`config.mk`:
```
export PLATFORM = sky130hd
export DESIGN_NAME = vc_mem_req_arb_2port
export DESIGN_NICKNAME = d
export VERILOG_FILES = /design/src/rtl/vc_mem_req_arb_2port.sv
export SDC_FILE = /design/constraint.sdc
export NUM_CORES = 1
export LEC_CHECK = 0
export ABC_AREA = 0
export BUFFER_PORTS_ARGS = -buffer_cell sky130_fd_sc_hd__buf_2
export CELL_PAD_IN_SITES_DETAIL_PLACEMENT = 1
export CELL_PAD_IN_SITES_GLOBAL_PLACEMENT = 1
export CORE_AREA = 2 2 96 98
export CTS_BUF_LIST = sky130_fd_sc_hd__clkbuf_4 sky130_fd_sc_hd__clkbuf_8
export DETAILED_ROUTE_END_ITERATION = 8
export DIE_AREA = 0 0 98 100
export PLACE_DENSITY_LB_ADDON = 0.1
export SYNTH_ARGS = -nofsm -noshare
export SYNTH_HDL_FRONTEND = slang
export SYNTH_SLANG_ARGS = --single-unit
```
`constraint.sdc`:
```
create_clock -name clk -period 5.9 [get_ports clk]
set_clock_uncertainty 0.15 [all_clocks]
set_input_delay 0.885 -clock clk [delete_from_list [all_inputs] [get_ports clk]]
set_output_delay 0.885 -clock clk [all_outputs]
set_load 0.02 [all_outputs]
```
`src/rtl/vc_mem_req_arb_2port.sv`:
```
// vc_mem_req_arb_2port
// Round-robin arbiter that lets two val/rdy requesters share one memory
// request/response port pair. The memory answers in request order, so a
// small FIFO of requester IDs (one bit per in-flight request) is enough to
// send each response back to the requester that issued it.
//
// Handshake semantics (all six channels): a transfer happens on a rising
// clk edge where val and rdy are both high. A producer holding val high
// keeps its msg stable until the transfer. rdy may depend on val; val never
// depends on rdy of the same channel.
//
// Request message layout  : {type(1), addr(p_addr_sz), len(c_len_sz), data(p_data_sz)}
// Response message layout : {type(1), len(c_len_sz), data(p_data_sz)}
module vc_mem_req_arb_2port #(
    parameter int p_addr_sz         = 8,
    parameter int p_data_sz         = 32,
    parameter int p_max_outstanding = 4,
    localparam int c_len_sz         = $clog2(p_data_sz / 8),
    localparam int c_req_msg_sz     = 1 + p_addr_sz + c_len_sz + p_data_sz,
    localparam int c_resp_msg_sz    = 1 + c_len_sz + p_data_sz,
    localparam int c_cnt_sz         = $clog2(p_max_outstanding + 1)
) (
    input  logic                     clk,
    input  logic                     reset,

    input  logic                     req0_val,
    output logic                     req0_rdy,
    input  logic [c_req_msg_sz-1:0]  req0_msg,

    input  logic                     req1_val,
    output logic                     req1_rdy,
    input  logic [c_req_msg_sz-1:0]  req1_msg,

    output logic                     resp0_val,
    input  logic                     resp0_rdy,
    output logic [c_resp_msg_sz-1:0] resp0_msg,

    output logic                     resp1_val,
    input  logic                     resp1_rdy,
    output logic [c_resp_msg_sz-1:0] resp1_msg,

    output logic                     memreq_val,
    input  logic                     memreq_rdy,
    output logic [c_req_msg_sz-1:0]  memreq_msg,

    input  logic                     memresp_val,
    output logic                     memresp_rdy,
    input  logic [c_resp_msg_sz-1:0] memresp_msg,

    output logic [c_cnt_sz-1:0]      num_outstanding
);

    localparam int c_ptr_sz = (p_max_outstanding > 1) ? $clog2(p_max_outstanding) : 1;
    localparam logic [c_cnt_sz-1:0] c_full_cnt = c_cnt_sz'(p_max_outstanding);
    localparam logic [c_ptr_sz-1:0] c_last_ptr = c_ptr_sz'(p_max_outstanding - 1);

    // Pointers wrap at the configured depth, which need not be a power of two.
    function automatic logic [c_ptr_sz-1:0] ptr_inc(input logic [c_ptr_sz-1:0] p);
        return (p == c_last_ptr) ? '0 : p + c_ptr_sz'(1);
    endfunction

    logic                prio_q;      // requester preferred when both are valid
    logic                id_q [p_max_outstanding];
    logic [c_ptr_sz-1:0] head_q;
    logic [c_ptr_sz-1:0] tail_q;
    logic [c_cnt_sz-1:0] count_q;

    logic grant0;
    logic grant1;
    logic full;
    logic empty;
    logic head_id;
    logic push;
    logic pop;

    // Grant selection, FIFO status and the steering of both directions.
    always_comb begin
        grant0      = req0_val & (~req1_val | ~prio_q);
        grant1      = req1_val & (~req0_val |  prio_q);
        full        = (count_q == c_full_cnt);
        empty       = (count_q == '0);
        head_id     = id_q[head_q];

        memreq_msg  = grant1 ? req1_msg : req0_msg;
        resp0_msg   = memresp_msg;
        resp1_msg   = memresp_msg;

        memreq_val  = 1'b0;
        req0_rdy    = 1'b0;
        req1_rdy    = 1'b0;
        resp0_val   = 1'b0;
        resp1_val   = 1'b0;
        memresp_rdy = 1'b0;

        // Full is judged on the registered count only, so a pop in the same
        // cycle never opens the request side (no rdy path from resp rdy).
        if (!reset) begin
            memreq_val  = (req0_val | req1_val) & ~full;
            req0_rdy    = grant0 & memreq_rdy & ~full;
            req1_rdy    = grant1 & memreq_rdy & ~full;
            resp0_val   = memresp_val & ~empty & ~head_id;
            resp1_val   = memresp_val & ~empty &  head_id;
            memresp_rdy = ~empty & (head_id ? resp1_rdy : resp0_rdy);
        end

        push = memreq_val & memreq_rdy;
        pop  = memresp_val & memresp_rdy;
    end

    assign num_outstanding = count_q;

    // Priority flip on every issue, FIFO pointers and occupancy count.
    always_ff @(posedge clk or posedge reset) begin
        if (reset) begin
            prio_q  <= 1'b0;
            head_q  <= '0;
            tail_q  <= '0;
            count_q <= '0;
        end else begin
            if (push) begin
                tail_q <= ptr_inc(tail_q);
                prio_q <= ~grant1;
            end
            if (pop) begin
                head_q <= ptr_inc(head_q);
            end
            case ({push, pop})
                2'b10:   count_q <= count_q + c_cnt_sz'(1);
                2'b01:   count_q <= count_q - c_cnt_sz'(1);
                default: count_q <= count_q;
            endcase
        end
    end

    // ID storage; entries are only meaningful between push and pop.
    always_ff @(posedge clk) begin
        if (push) begin
            id_q[tail_q] <= grant1;
        end
    end

endmodule
```
# After elaboration in Yosys (flattened, before gate mapping)
# Memory sizes are Yosys's and may differ from the RTL's.
# Index checks and enable logic that the tools add are counted.
dict set report word_totals {
  reg_bits 8
  ram_bits 4
  inputBits 129
  out_inout_bits 122
  word_cells 52
  n_memories 1
}
# memory words width rd rd_clocked_by_memory_dff write_ports line
set memory_table {}
lappend memory_table {id_q 4 1 1 0 1 63} ;# logic id_q [p_max_outstanding];
dict set report classes {
  n_addsub 4
  eq_ne 5
  mux 13
  bitwise 23
  n_reduce_logical 2
}
# op n
set ops {}
lappend ops {{$mux W43} 1}
lappend ops {{$and A1 B1 Y1} 13}
lappend ops {{$mux W1} 9}
lappend ops {{$not A1 Y1} 7}
lappend ops {{$eq A2 B2 Y1 const B} 3}
lappend ops {{$pmux W3 S2} 1}
lappend ops {{$add A2 B1 Y2 const B} 2}
lappend ops {{$mux W2} 2}
lappend ops {{$add A3 B1 Y3 const B} 1}
lappend ops {{$eq A3 B3 Y1 const B} 1}
lappend ops {{$logic_not A3 Y1} 1}
lappend ops {{$or A1 B1 Y1} 3}
lappend ops {{$sub A3 B1 Y3 const B} 1}
lappend ops {{$eq A2 B1 Y1 const B} 1}
lappend ops {{$reduce_bool A2 Y1} 1}

# Longest topological paths before layout
dict set report logic_depth {
  ltp_word 7
  mapped_depth 10
  mapped_depth_nobuf 10
}

# Worst setup path after synthesis
# Ideal clock, no wire load.
dict set report synth_timing {
  kind {input-to-output}
  startpoint {input req0_val}
  endpoint {output req0_rdy}
  arrival_time_ns 2.092
  required_time_ns 4.865
  setup_slack_ns 2.773
  path_stages 5
  path_buffers 1
  cell_sequence {inv_1 -> o21ai_2 -> buf_2 -> inv_1 -> nor3_1}
}
dict set report synth_between {
  elab_chain_cells 4
}
# element line
set synth_lines {}
lappend synth_lines {{start, declared} 26} ;# input logic req0_val,
lappend synth_lines {{$and A1 B1 Y1} 78} ;# grant0 = req0_val & (~req1_val | ~prio_q);
lappend synth_lines {{$and A1 B1 Y1 (2 in a row)} 99} ;# req0_rdy = grant0 & memreq_rdy & ~full;
lappend synth_lines {{$mux W1} 97} ;# if (!reset) begin
lappend synth_lines {{end, declared} 27} ;# output logic req0_rdy,
# No other way between the ends.

# Final worst setup path
dict set report layout_timing {
  startpoint {input req0_val}
  endpoint {output memreq_msg[41]}
}
dict set report layout_between {
  elab_chain_cells 4
}
# element line
set layout_lines {}
lappend layout_lines {{$not A1 Y1} 79} ;# grant1 = req1_val & (~req0_val | prio_q);
lappend layout_lines {{$or A1 B1 Y1} 79}
lappend layout_lines {{$and A1 B1 Y1} 79}
lappend layout_lines {{$mux W43} 84} ;# memreq_msg = grant1 ? req1_msg : req0_msg;
lappend layout_lines {{end, declared} 44} ;# output logic [c_req_msg_sz-1:0] memreq_msg,
# No other way between the ends.

==> out/qor.yml <==
tritoncts: "yes"
ff2ff_setup_slack_ns: 3.21
dr.pass1.iters: 4
leakage_nw: 1.116
finalWirelength_um: 5994
post_synth_instance_area_um2: 1723
antenna_violations_before_repair: 1
min_delay_path_depth: 1
numClockSinks: 12
gp_congestion: 0.7338
postRouteAntennaNets: 0
cts.htree.levels: 1
grt_max_degree: 37
worstSetupStartpointType: "input port"
p_clk_frac: 0.149
synth_enable_flop_cells: 4
flow.area_growth_from_synthesis_pct: 22.22
setup_total_negative_slack_ns: 0
synth_largest_area_cell: "sky130_fd_sc_hd__buf_4"
die-height_um: 100
critPathBufInv: 4
row_count: 35
ioPinCount: 251
cts_repair_resize_count: 0
yosysUniqueCellTypes: 25
internal-power_w: 0.0003268
crit_top_cell: "sky130_fd_sc_hd__buf_2"
max-slew-margin-rel: 0.6969
grt_first_pass_wirelength_um: 8721
core_area_um2: 8890
critPathMaxStageDelay_ns: 0.47
mappedNetlistNets: 315
min_period_over_period: 0.5853
yosys_most_used_dff: "sky130_fd_sc_hd__dfrtp_1"
share_of_post_route_cells_with_drive_strength_above_1: 0.7647
critical_path.slowest_cell: "sky130_fd_sc_hd__buf_4"
ant_cells: 0
grt_pass1_vias: 1540
timing.setup.critical_path_class: "in2out"
timing.final.crit_period_ns: 3.453
final-max-slew-violation-count: 0
combinationalPowerShare: 0.589
cts.root.buffer_cell: "sky130_fd_sc_hd__clkbuf_8"
power.density_nw_per_um2: 273.0
holdWs_ns: 0.3850
setup_violating_endpoint_count_in_the_final_report: 0
synth_seq_cells: 12
unrepaired_setup_endpoints_after_global_routing: "no"
switching_share: 0.4315
drv_cap: 0
timing.fmax_ghz: 0.2896
detailedPlacementHpwl_um: 5355
starting_utilization_of_the_core_area: 0.1938
post-synth-top-count-cell: "sky130_fd_sc_hd__buf_4"
die-area_um2: 9800
synth_top_cell_area_share: 0.3050
r2r_cells: 9
cp.depth: 6
setup.worst_path.end_class: "primary output"
overflow: 0
cpLargestDelayFamily: "buffers and inverters"
starting_drc_count_in_detailed_routing: 13
worstSkewPairLatency_ns: 0.24
crit_path_cell_trace: "buf_2 > inv_1 > o21ai_4 > buf_4 > mux2_2 > buf_2"
synthCells: 179
yosys-top-cells-count: "70 x sky130_fd_sc_hd__buf_4, 42 x sky130_fd_sc_hd__mux2_2, 9 x sky130_fd_sc_hd__inv_1, 9 x sky130_fd_sc_hd__nor2_1, 8 x sky130_fd_sc_hd__dfrtp_1"
final_nets: 392
p_sw_w: 0.0002480
clk_pin_slew_worst_paths_ns: 0.06
cts_hold_repair.buffers: 0
worst-path-max-fanout: 36
wire_per_inst_um: 16.38
netlist_top_cells_area: "sky130_fd_sc_hd__buf_4 31%, sky130_fd_sc_hd__mux2_2 27%, sky130_fd_sc_hd__dfrtp_1 12%, sky130_fd_sc_hd__edfxtp_1 7.0%, sky130_fd_sc_hd__ha_1 4.4%"
detail_route.vias_per_cell: 3.967
crit_required_ns: 4.87
run_status: "finished clean"
measured_slew_at_the_worst_slew_check_pin_ns: 0.4546
cts_made_buffers: 3
vias: 1452
final_hold_fails: 0
buffer_ports.inserted: 145
ir_worst_vdd_mv: 0.09656
min_path_type: "reg2reg"
clk_path_buf_depth: 2
synth_sequential_area_ratio: 0.1859
async_reset_ff_frac: 0.6667
avgSynthCellArea_um2: 9.625
worstPathArrival_ns: 2.42
chipWidth_um: 98
synth.yosys.warnings: 0
drt_drc_violations_left: 0
power.sequential.fraction: 0.262
grt_use_total: 0.1145
cts_setup_buffers: 0
[logic make-up (layout without fill, tap and decap cells)]
kind of cell,count (synthesis),count (layout),synth area share
buffers and inverters,83,159,0.3362
AO/OA/AOI/OAI,4,4,0.02033
flip-flops,12,12,0.1859
multiplexers,50,50,0.3319
AND/OR/NAND/NOR,20,20,0.05519
adder cells (fa/ha/maj),7,7,0.05519
XOR/XNOR,3,3,0.01525
[flip-flops by register name, indices dropped and copies added, names as in the netlist]
name / count
head_q: 2
prio_q: 1
id_q: 4
num_outstanding: 3
tail_q: 2
[cell usage in the layout, fill, tap and decap left out]
master,Yosys,routed
sky130_fd_sc_hd__edfxtp_1,4,4
sky130_fd_sc_hd__mux2i_1,2,2
sky130_fd_sc_hd__nor3_1,1,1
sky130_fd_sc_hd__ha_1,6,6
sky130_fd_sc_hd__or3_1,1,1
sky130_fd_sc_hd__buf_4,70,1
sky130_fd_sc_hd__mux2_2,42,42
sky130_fd_sc_hd__o22a_1,1,1
sky130_fd_sc_hd__mux4_2,1,1
sky130_fd_sc_hd__clkbuf_4,0,1
sky130_fd_sc_hd__and3_1,4,4
sky130_fd_sc_hd__inv_1,9,9
sky130_fd_sc_hd__xnor2_1,1,1
sky130_fd_sc_hd__xor2_1,2,2
sky130_fd_sc_hd__nand2_1,2,2
sky130_fd_sc_hd__nor2b_1,1,1
sky130_fd_sc_hd__fa_1,1,1
sky130_fd_sc_hd__a21oi_1,1,1
sky130_fd_sc_hd__o21ai_4,0,1
sky130_fd_sc_hd__dfrtp_1,8,8
sky130_fd_sc_hd__and2_1,1,1
sky130_fd_sc_hd__nand3_1,1,1
sky130_fd_sc_hd__buf_2,4,145
sky130_fd_sc_hd__clkbuf_8,0,3
sky130_fd_sc_hd__nor2_1,9,9
sky130_fd_sc_hd__mux2_1,5,5
sky130_fd_sc_hd__a211oi_2,1,1
[worst paths after layout]
check / from / to
worst max-delay path: req0_val / memreq_msg[41]
worst min-delay path: num_outstanding[0] / num_outstanding[0]
worst max register to register: head_q[0] / num_outstanding[2]
worst min register to register: num_outstanding[0] / num_outstanding[0]
max in group asynchronous: reset / head_q[0]
min in group asynchronous: reset / num_outstanding[2]
[power groups by stage]
| stage | Clock [W] | Combinational [W] | Sequential (W) |
|---|---|---|---|
| finish | 0.0000857 | 0.000339 | 0.000150 |
| global route | 0.0000933 | 0.000375 | 0.000157 |
| CTS | 0.0000883 | 0.000347 | 0.000152 |
| detailed placement | 0 | 0.000345 | 0.000153 |
| global placement | 0 | 0.000343 | 0.000154 |
| floorplan | 0 | 0.000290 | 0.000158 |
[layout make-up]
class | count | area, um2
sequential | 12 | 320.3
timing repair buffer | 146 | 733.2
fill | 1079 | 6784
clock buffer | 4 | 48.80
tap | 111 | 138.9
multi-input combinational | 84 | 830.8
inverter | 9 | 33.78
[per-layer routing]
metal	track usage	vias up	wire [um]
met5	0	-	0
met4	0.01923	0	34
met1	0.1209	645	2096
met3	0.07242	6	896
met2	0.1970	123	2967
li1	-	678	-
[per-stage QoR]
| stage | power, W | area (um2) | setup WS [ns] | cells | util |
|---|---|---|---|---|---|
| after global routing | 0.0006254 | 2106 | 2.334 | 366 | 0.2369 |
| after floorplan | 0.0004479 | 1723 | 2.773 | 179 | - |
| after detailed placement | 0.0004982 | 2057 | 2.416 | 362 | 0.2314 |
| after CTS | 0.0005873 | 2106 | 2.415 | 366 | 0.2369 |
| final | 0.0005748 | 2106 | 2.447 | 366 | 0.2369 |
| after global placement | 0.0004962 | 2057 | 2.413 | 362 | 0.2314 |
Power figures use the tool's default switching activity.
